--- config.mk ---
export PLATFORM = sky130hd
export DESIGN_NAME = ir_frame_sequencer
export DESIGN_NICKNAME = d
export VERILOG_FILES = /design/src/rtl/ir_frame_sequencer.sv
export SDC_FILE = /design/constraint.sdc
export NUM_CORES = 1
export LEC_CHECK = 0
export CAP_MARGIN = 5
export CORE_MARGIN = 5
export CORE_UTILIZATION = 23
export DETAILED_ROUTE_END_ITERATION = 7
export PLACE_DENSITY = 0.37
export SYNTH_ARGS = -nofsm -noshare
export SYNTH_HDL_FRONTEND = slang
export SYNTH_SLANG_ARGS = --single-unit
--- constraint.sdc ---
create_clock -name clk_i -period 2.7 [get_ports clk_i]
set_input_delay 0.54 -clock clk_i [delete_from_list [all_inputs] [get_ports clk_i]]
set_output_delay 0.54 -clock clk_i [all_outputs]
set_load 0.02 [all_outputs]
--- src/rtl/ir_frame_sequencer.sv ---
`default_nettype none
// -----------------------------------------------------------------------------
// ir_frame_sequencer: drives an I2C byte engine through one IR-sensor frame read (rev 1.0)
// -----------------------------------------------------------------------------
module ir_frame_sequencer #(
  parameter logic [6:0]  DEV_ADDR = 7'h0A,
  parameter logic [7:0]  CMD_BYTE = 8'h4C,
  parameter int unsigned PERIOD   = 1000000,
  parameter bit          AUTO     = 1'b1
) (
  input  logic         clk_i,
  input  logic         rst_ni,
  input  logic         trigger_i,
  output logic         busy_o,
  output logic         frame_valid_o,
  output logic [15:0]  ptat_o,
  output logic [127:0] pixels_o,
  output logic         pec_err_o,
  output logic         nack_err_o,
  output logic         cmd_valid_o,
  output logic [2:0]   cmd_op_o,
  output logic [7:0]   cmd_data_o,
  input  logic         cmd_ready_i,
  input  logic         rsp_valid_i,
  input  logic [7:0]   rsp_data_i,
  input  logic         rsp_ack_i
);

  localparam int TW = (PERIOD > 2) ? $clog2(PERIOD) : 1;
  localparam logic [TW-1:0] TIMER_RELOAD = TW'(PERIOD - 1);

  localparam logic [3:0] S_IDLE   = 4'd0;
  localparam logic [3:0] S_START1 = 4'd1;
  localparam logic [3:0] S_ADDR_W = 4'd2;
  localparam logic [3:0] S_CMD    = 4'd3;
  localparam logic [3:0] S_START2 = 4'd4;
  localparam logic [3:0] S_ADDR_R = 4'd5;
  localparam logic [3:0] S_READ   = 4'd6;
  localparam logic [3:0] S_PEC    = 4'd7;
  localparam logic [3:0] S_STOP   = 4'd8;
  localparam logic [3:0] S_DONE   = 4'd9;

  localparam logic [2:0] OP_START  = 3'd0;
  localparam logic [2:0] OP_STOP   = 3'd1;
  localparam logic [2:0] OP_WRITE  = 3'd2;
  localparam logic [2:0] OP_RDACK  = 3'd3;
  localparam logic [2:0] OP_RDNACK = 3'd4;

  logic [3:0]    state_q, state_d;
  logic          sent_q, sent_d;
  logic [TW-1:0] timer_q, timer_d;
  logic [4:0]    cnt_q, cnt_d;
  logic [7:0]    crc_q, crc_d;
  logic          pec_ok_q, pec_ok_d;
  logic [143:0]  shadow_q, shadow_d;
  logic [15:0]   ptat_q, ptat_d;
  logic [127:0]  pixels_q, pixels_d;
  logic          frame_valid_q, frame_valid_d;
  logic          pec_err_q, pec_err_d;
  logic          nack_err_q, nack_err_d;

  logic       w_start;
  logic       w_xfer;
  logic       w_rsp;
  logic [7:0] w_wr_byte;

  function automatic logic [7:0] crc8_byte(input logic [7:0] crc, input logic [7:0] data);
    logic [7:0] x;
    x = crc ^ data;
    for (int i = 0; i < 8; i++) begin
      x = x[7] ? ({x[6:0], 1'b0} ^ 8'h07) : {x[6:0], 1'b0};
    end
    return x;
  endfunction

  assign w_start   = (state_q == S_IDLE) && (trigger_i || (AUTO && (timer_q == '0)));
  assign w_xfer    = cmd_valid_o && cmd_ready_i;
  // Responses only count while a transferred command is awaiting completion.
  assign w_rsp     = rsp_valid_i && sent_q;
  assign w_wr_byte = (state_q == S_ADDR_W) ? {DEV_ADDR, 1'b0} :
                     (state_q == S_ADDR_R) ? {DEV_ADDR, 1'b1} : CMD_BYTE;

  always_ff @(posedge clk_i or negedge rst_ni) begin
    if (!rst_ni) begin
      state_q       <= S_IDLE;
      sent_q        <= 1'b0;
      timer_q       <= TIMER_RELOAD;
      cnt_q         <= '0;
      crc_q         <= '0;
      pec_ok_q      <= 1'b0;
      shadow_q      <= '0;
      ptat_q        <= '0;
      pixels_q      <= '0;
      frame_valid_q <= 1'b0;
      pec_err_q     <= 1'b0;
      nack_err_q    <= 1'b0;
    end else begin
      state_q       <= state_d;
      sent_q        <= sent_d;
      timer_q       <= timer_d;
      cnt_q         <= cnt_d;
      crc_q         <= crc_d;
      pec_ok_q      <= pec_ok_d;
      shadow_q      <= shadow_d;
      ptat_q        <= ptat_d;
      pixels_q      <= pixels_d;
      frame_valid_q <= frame_valid_d;
      pec_err_q     <= pec_err_d;
      nack_err_q    <= nack_err_d;
    end
  end

  always_comb begin
    state_d       = state_q;
    sent_d        = sent_q;
    cnt_d         = cnt_q;
    crc_d         = crc_q;
    pec_ok_d      = pec_ok_q;
    shadow_d      = shadow_q;
    ptat_d        = ptat_q;
    pixels_d      = pixels_q;
    frame_valid_d = 1'b0;
    pec_err_d     = pec_err_q;
    nack_err_d    = nack_err_q;

    if (w_start)               timer_d = TIMER_RELOAD;
    else if (timer_q == '0)    timer_d = '0;
    else                       timer_d = timer_q - 1'b1;

    if (w_xfer) sent_d = 1'b1;
    if (w_rsp)  sent_d = 1'b0;

    case (state_q)
      S_IDLE: begin
        if (w_start) begin
          state_d    = S_START1;
          sent_d     = 1'b0;
          cnt_d      = '0;
          crc_d      = '0;
          pec_err_d  = 1'b0;
          nack_err_d = 1'b0;
        end
      end
      S_START1: if (w_rsp) state_d = S_ADDR_W;
      S_START2: if (w_rsp) state_d = S_ADDR_R;
      S_ADDR_W, S_CMD, S_ADDR_R: begin
        if (w_rsp) begin
          crc_d = crc8_byte(crc_q, w_wr_byte);
          if (!rsp_ack_i) begin
            nack_err_d = 1'b1;
            state_d    = S_STOP;
          end else if (state_q == S_ADDR_W) begin
            state_d = S_CMD;
          end else if (state_q == S_CMD) begin
            state_d = S_START2;
          end else begin
            state_d = S_READ;
          end
        end
      end
      S_READ: begin
        if (w_rsp) begin
          shadow_d[{cnt_q, 3'b000} +: 8] = rsp_data_i;
          crc_d = crc8_byte(crc_q, rsp_data_i);
          if (cnt_q == 5'd17) state_d = S_PEC;
          else                cnt_d   = cnt_q + 5'd1;
        end
      end
      S_PEC: begin
        if (w_rsp) begin
          pec_ok_d = (rsp_data_i == crc_q);
          state_d  = S_STOP;
        end
      end
      S_STOP: begin
        // Publishing on the STOP response makes frame_valid coincide with DONE.
        if (w_rsp) begin
          if (nack_err_q) begin
            state_d = S_IDLE;
          end else begin
            state_d = S_DONE;
            if (pec_ok_q) begin
              ptat_d        = shadow_q[15:0];
              pixels_d      = shadow_q[143:16];
              frame_valid_d = 1'b1;
            end else begin
              pec_err_d = 1'b1;
            end
          end
        end
      end
      S_DONE:  state_d = S_IDLE;
      default: state_d = S_IDLE;
    endcase
  end

  always_comb begin
    cmd_valid_o = 1'b0;
    cmd_op_o    = OP_START;
    cmd_data_o  = 8'h00;
    case (state_q)
      S_START1, S_START2: begin
        cmd_valid_o = !sent_q;
        cmd_op_o    = OP_START;
      end
      S_ADDR_W, S_CMD, S_ADDR_R: begin
        cmd_valid_o = !sent_q;
        cmd_op_o    = OP_WRITE;
        cmd_data_o  = w_wr_byte;
      end
      S_READ: begin
        cmd_valid_o = !sent_q;
        cmd_op_o    = OP_RDACK;
      end
      S_PEC: begin
        cmd_valid_o = !sent_q;
        cmd_op_o    = OP_RDNACK;
      end
      S_STOP: begin
        cmd_valid_o = !sent_q;
        cmd_op_o    = OP_STOP;
      end
      default: ;
    endcase
    if (!cmd_valid_o) begin
      cmd_op_o   = OP_START;
      cmd_data_o = 8'h00;
    end
  end

  assign busy_o        = (state_q != S_IDLE);
  assign frame_valid_o = frame_valid_q;
  assign ptat_o        = ptat_q;
  assign pixels_o      = pixels_q;
  assign pec_err_o     = pec_err_q;
  assign nack_err_o    = nack_err_q;

endmodule
`default_nettype wire

==> impl_metrics.yaml, run 1 <==
die:
  die-area_sq_um: 65800
  placementRows: 90
  start_util_pct: 23.2
  die_x_um: 256
  die_h_um: 256
  io_pins: 174
  coreArea_sq_um: 60200
finish:
  final_common_cell: "dfrtp_1"
  synthToLayoutAreaGrowth_pct: 33.0
  fin_cells: 2094
  nets: 1303
  layout_common_cells: "dfrtp_1, mux2_2, clkdlybuf4s50_1"
  drive_above_1_share_pct: 35.7
cts:
  cts_made_buffers: 41
  root_buffer: "clkbuf_16"
  cts_sinks: 330
  clk_pin_slew_ns: 0.06
  h-tree-depth: 2
  clock_latency_ns: 0.57
  cts_tree: "built"
  clockBufferDepth: 3
detailed_routing:
  ant_nets: 0
  num_vias: 8863
  drt-vias-per-instance: 4.23
  first_pass_iters: 4
  drtIter0Drc: 281
  wl_per_cell_um: 19.3
  drc: 0
  wl_um: 40400
worst_setup_path:
  cp.required_ns: 2.16
  crit_path_end: "busy_o"
  ff2ff_path_depth: 6
  crit_type: "reg2out"
  crit_arrival_ns: 2.08
  worstPathMaxFanout: 8
  critPathLaunch: "state_q[1]$_DFFE_PN0P_"
  critPathCaptureType: "output pin"
  r2r-end: "crc_q[5]$_DFFE_PN0P_"
  cp-start-kind: "flop"
  reg2reg_from: "timer_q[11]$_DFF_PN0_"
  reg2reg_slack_ns: 0.22
job:
  drv_cap: 0
global_routing:
  antenna_found_initial: 0
  grt_max_degree: 64
  grt_pass1_wl_um: 62300
  overflow: 0
  grt_pass1_vias: 9670
  grt_usage_pct: 12.2
synth:
  synth-async-reset-ratio_pct: 100
  synth.top_cells.by_area: "dfrtp_1, mux2_2, xnor2_1, dfstp_2, o21ai_0"
  synth_edf_count: 0
  synth_seq_cells: 330
  ys_warn_count: 0
  netlist.area_leader.share_pct: 57.0
  synth_flop_cell: "dfrtp_1"
  synth_area_per_cell_sq_um: 13.5
  yosysSeqAreaShare_pct: 59.2
  synth_area_sq_um: 14000
  synthCells: 1036
  yosysUniqueCellTypes: 67
  synth_top_cell_by_area: "dfrtp_1"
power:
  p_leak_nw: 8.64
  worst_ir_drop_vdd_mv: 0.401
  power.density_nw_per_um2: 746
timing:
  setup_viol: 0
  period_minus_slack_ns: 2.62
  rsz0062_at_grt: "false"
  worst_slew_pin_slew_ns: 0.621
  period_share_pct: 97.0
  worst_clock_skew_ns: 0.0269
  fmax_mhz: 382
  slew_violations: 0
  finalHoldViolations: 0
  slew_headroom_pct: 58.6
  hold-worst-slack_ns: 0.479
outcome:
  status: "completed"
placement:
  io_buffer_count: 170
  dp_cells: 2013
  globalplace.congestion: 0.726
  place_hpwl_um: 27500
worst_hold_path:
  hold_class: "reg2reg"
[registers in the layout (all words and copies together), names as in the netlist, 4 cells and up]
| register | cells |
|---|---|
| cnt_q | 5 |
| crc_q | 8 |
| pixels_o | 128 |
| ptat_o | 16 |
| shadow_q | 144 |
| state_q | 4 |
| timer_q | 20 |
[metrics by stage]
step / worst slack (ns) / util, % / TNS (ns) / power [mW] / area [sq um]
2_1_floorplan: -0.0346 / - / -0.925 / 7.39 / 14000
3_3_place_gp: -0.0995 / 28.5 / -1.32 / 8.46 / 17200
3_5_place_dp: -0.106 / 28.5 / -1.70 / 8.45 / 17200
4_1_cts: 0.00615 / 30.8 / 0 / 14.1 / 18600
5_1_grt: 0.0110 / 30.8 / 0 / 14.6 / 18600
6_report: 0.0814 / 30.8 / 0 / 13.9 / 18600
[final cells by class]
| class | count | area [sq um] |
|---|---|---|
| antenna | 3 | 7.51 |
| clock buffer | 66 | 1260 |
| clock inverter | 8 | 93.8 |
| fill | 6107 | 41700 |
| inverter | 17 | 63.8 |
| multi-input combinational | 634 | 5430 |
| sequential | 330 | 8280 |
| tap | 782 | 978 |
| timing repair buffer | 254 | 2470 |
[how the worst min path moves through the flow]
stage	slack, ns	depth (start not counted)	end	start
2_1_floorplan	0.24	0	cnt_q[0]$_DFFE_PN0P_	rst_ni
3_3_place_gp	0.46	2	shadow_q[137]$_DFFE_PN0P_	shadow_q[137]$_DFFE_PN0P_
3_5_place_dp	0.47	2	shadow_q[136]$_DFFE_PN0P_	shadow_q[136]$_DFFE_PN0P_
4_1_cts	0.48	1	pixels_o[22]$_DFFE_PN0P_	shadow_q[38]$_DFFE_PN0P_
5_1_grt	0.51	1	pixels_o[22]$_DFFE_PN0P_	shadow_q[38]$_DFFE_PN0P_
6_report	0.48	2	shadow_q[137]$_DFFE_PN0P_	shadow_q[137]$_DFFE_PN0P_
[worst max-delay path, cell delays in order, from the launching register on]
cell,delay (ns)
dfrtp_2,0.46
buf_4,0.18
or4_4,0.60
clkdlybuf4s15_2,0.28
[cell families after synthesis]
| family | Yosys count | share of synthesized area [%] |
|---|---|---|
| DFF | 330 | 59.2 |
| AOI/OAI and AO/OA | 92 | 4.44 |
| other | 1 | 0.0268 |
| muxes | 279 | 22.4 |
| adders and majority gates | 11 | 0.985 |
| xor gates and xnor gates | 50 | 3.13 |
| buffers and inverters | 74 | 2.27 |
| and+or+nand+nor | 199 | 7.49 |
[cell usage after synthesis, types with 2 or more instances]
master,n
a22oi_1,4
ha_1,11
dfrtp_1,318
inv_1,17
nand4_1,4
a22o_1,3
nor4_1,6
clkbuf_1,38
nor3_2,2
nor3b_1,5
a21boi_0,2
a21o_1,2
o2bb2ai_1,3
nand3b_1,3
dfstp_2,12
nand2_1,41
nor2b_1,4
mux2i_1,7
o32ai_1,8
nor3_1,13
a21oi_1,14
and2_1,22
buf_1,8
nor4b_1,3
xor2_1,12
nor2_2,7
xnor2_1,38
or2_2,5
or3_1,2
buf_4,4
buf_2,4
nand3_1,9
nand2b_1,9
o21ai_0,39
o31a_1,3
and3_1,5
mux2_2,272
or4_1,2
nor2_1,47
[metal layers]
layer	vias to the layer above	wire length, um	GRT usage [%]
met5	-	0	0
met4	0	766	3.03
met3	56	1570	2.77
met2	151	18700	19.4
met1	4532	19300	16.9
li1	4124	-	-
[power breakdown]
part	switching [mW]	internal [mW]	leakage [nW]
clock network	2.18	3.30	0.668
registers	0.298	5.23	4.51
logic	1.65	1.20	3.47
total	4.13	9.73	8.64
[repair_timing]
action                                 in CTS  in global routing
gates resized for setup                    21                  7
endpoints found under the hold margin      45                  0
setup endpoints to repair                  10                  7
hold buffers                                1                  0
setup buffers                               2                  1
(Power assumes the default switching activity.)
==> run 2, diff against run 1 <==
Settings changed: PLACE_DENSITY 0.37 to 0.36, SKIP_LAST_GASP set to 1.
Clock period 2.7 ns to 3.1 ns, I/O delays scaled along.
==> impl_metrics.yaml, run 2 (synthesized netlist as in run 1, its figures left out) <==
outcome:
  status: "completed"
power:
  worst_ir_drop_vdd_mv: 0.311
  switching_share_pct: 29.8
  combPwrFrac_pct: 20.4
  internal_power_mw: 8.39
  power.density_nw_per_um2: 653
  p_switching_mw: 3.57
  power_mw: 12.0
  p_leak_nw: 8.51
  p_clk_share_pct: 39.3
  pwr-share-seq_pct: 40.2
global_routing:
  grt_usage_pct: 12.4
  grt_pass1_wl_um: 63000
  grt_max_degree: 79
  overflow: 0
  antenna_found_initial: 3
  grt_pass1_vias: 9765
worst_setup_path:
  cp.required_ns: 2.48
  crit_type: "reg2out"
  worstPathMaxFanout: 9
  reg2reg_slack_ns: 0.38
  crit_arrival_ns: 2.28
  slowest_delay_ns: 0.63
  cp-start-kind: "flop"
  critPathCaptureType: "output pin"
  r2r-end: "shadow_q[82]$_DFFE_PN0P_"
  reg2reg_from: "cnt_q[0]$_DFFE_PN0P_"
  ff2ff_path_depth: 6
  cp_slowest_cell: "clkdlybuf4s50_1"
  worstPathCellList: "nor3_2, xor2_1, nor2_1, clkdlybuf4s50_1"
die:
  io_pins: 174
  placementRows: 90
  die-area_sq_um: 65800
  die_h_um: 256
  start_util_pct: 23.2
  die_x_um: 256
  coreArea_sq_um: 60200
finish:
  layout_common_cells: "dfrtp_1, mux2_2, clkdlybuf4s50_1"
  final_common_cell: "dfrtp_1"
  fillCellCount: 6111
  seqCellArea_sq_um: 8280
  nets: 1283
  regMostFlops: "shadow_q"
  largest_reg_flops: 144
  drive_above_1_share_pct: 33.7
  synthToLayoutAreaGrowth_pct: 31.1
  fin_cells: 2067
  multi_input_area_sq_um: 5410
placement:
  globalplace.congestion: 0.707
  place_hpwl_um: 27100
  io_buffer_count: 170
  dp_cells: 1993
timing:
  worst_slew_pin_slew_ns: 1.13
  period_share_pct: 93.4
  worst_clock_skew_ns: 0.0154
  fmax_mhz: 345
  period_minus_slack_ns: 2.90
  finalHoldViolations: 0
  slew_violations: 0
  setup_viol: 0
  rsz0062_at_grt: "false"
  slew_headroom_pct: 24.7
detailed_routing:
  ant_nets: 0
  drc: 0
  drtIter0Drc: 271
  wl_um: 40700
  wl_per_cell_um: 19.7
  drt-vias-per-instance: 4.24
  num_vias: 8766
  first_pass_iters: 4
cts:
  clockBufferDepth: 3
  h-tree-depth: 2
  clk_pin_slew_ns: 0.05
  cts_sinks: 330
  root_buffer: "clkbuf_16"
  cts_made_buffers: 42
  clock_latency_ns: 0.56
  cts_tree: "built"
  cts_hold_buf: 0
job:
  drv_cap: 0
worst_hold_path:
  hold_class: "in2async"
-- run 2: worst max path at each step --
stage	start	end	slack, ns	cells past startpoint
finish	state_q[1]$_DFFE_PN0P_	cmd_valid_o	0.20	4
global route	state_q[1]$_DFFE_PN0P_	cmd_valid_o	0.02	4
CTS	state_q[1]$_DFFE_PN0P_	cmd_op_o[2]	-0.02	4
detailed placement	rsp_valid_i	shadow_q[139]$_DFFE_PN0P_	0.22	6
global placement	rsp_valid_i	shadow_q[139]$_DFFE_PN0P_	0.21	6
floorplan	cnt_q[0]$_DFFE_PN0P_	shadow_q[89]$_DFFE_PN0P_	0.36	10
-- run 2: timing repair --
item / in CTS / in global routing
setup buffers: 3 / 0
gates resized for setup: 6 / 3
endpoints found under the setup margin: 8 / 4
-- run 2: through the flow --
stage | hold WS [ns] | utilization [%] | cell area, sq um | setup slack (ns) | setup TNS [ns]
finish | 0.0613 | 30.4 | 18300 | 0.203 | 0
global placement | 0.465 | 28.2 | 17000 | 0.215 | 0
global route | 0.0949 | 30.4 | 18300 | 0.0176 | 0
CTS | 0.0690 | 30.4 | 18300 | -0.0244 | -0.0244
detailed placement | 0.470 | 28.2 | 17000 | 0.224 | 0
floorplan | 0.324 | - | 14000 | 0.365 | 0
-- run 2: critical path: cells and delay by family (launching register included) --
kind / cells / cell delay (ns)
buf+inv: 1 / 0.63
flops: 1 / 0.47
simple gates: 2 / 0.46
xor+xnor: 1 / 0.16
-- run 2: per-layer routing --
metal	GRT usage (%)	part of all wire [%]
met1	16.4	46
met2	20.5	47
met3	2.98	4.6
met4	3.12	2.0
met5	0	0
-- run 2: final cells by class --
type                            count  area share, %
Tap cell                          782           5.34
Clock inverter                      6          0.403
Timing Repair Buffer              233           12.5
Antenna cell                        1         0.0137
Multi-Input combinational cell    634           29.5
Sequential cell                   330           45.2
Inverter                           17          0.348
Clock buffer                       64           6.74
-- run 2: power groups by stage --
stage | sequential [mW] | clock (mW) | combinational [mW]
after global placement | 4.89 | 0 | 2.47
after global routing | 4.85 | 5.10 | 2.71
final | 4.81 | 4.70 | 2.44
after detailed placement | 4.89 | 0 | 2.47
after CTS | 4.81 | 4.94 | 2.50
after floorplan | 4.80 | 0 | 1.64
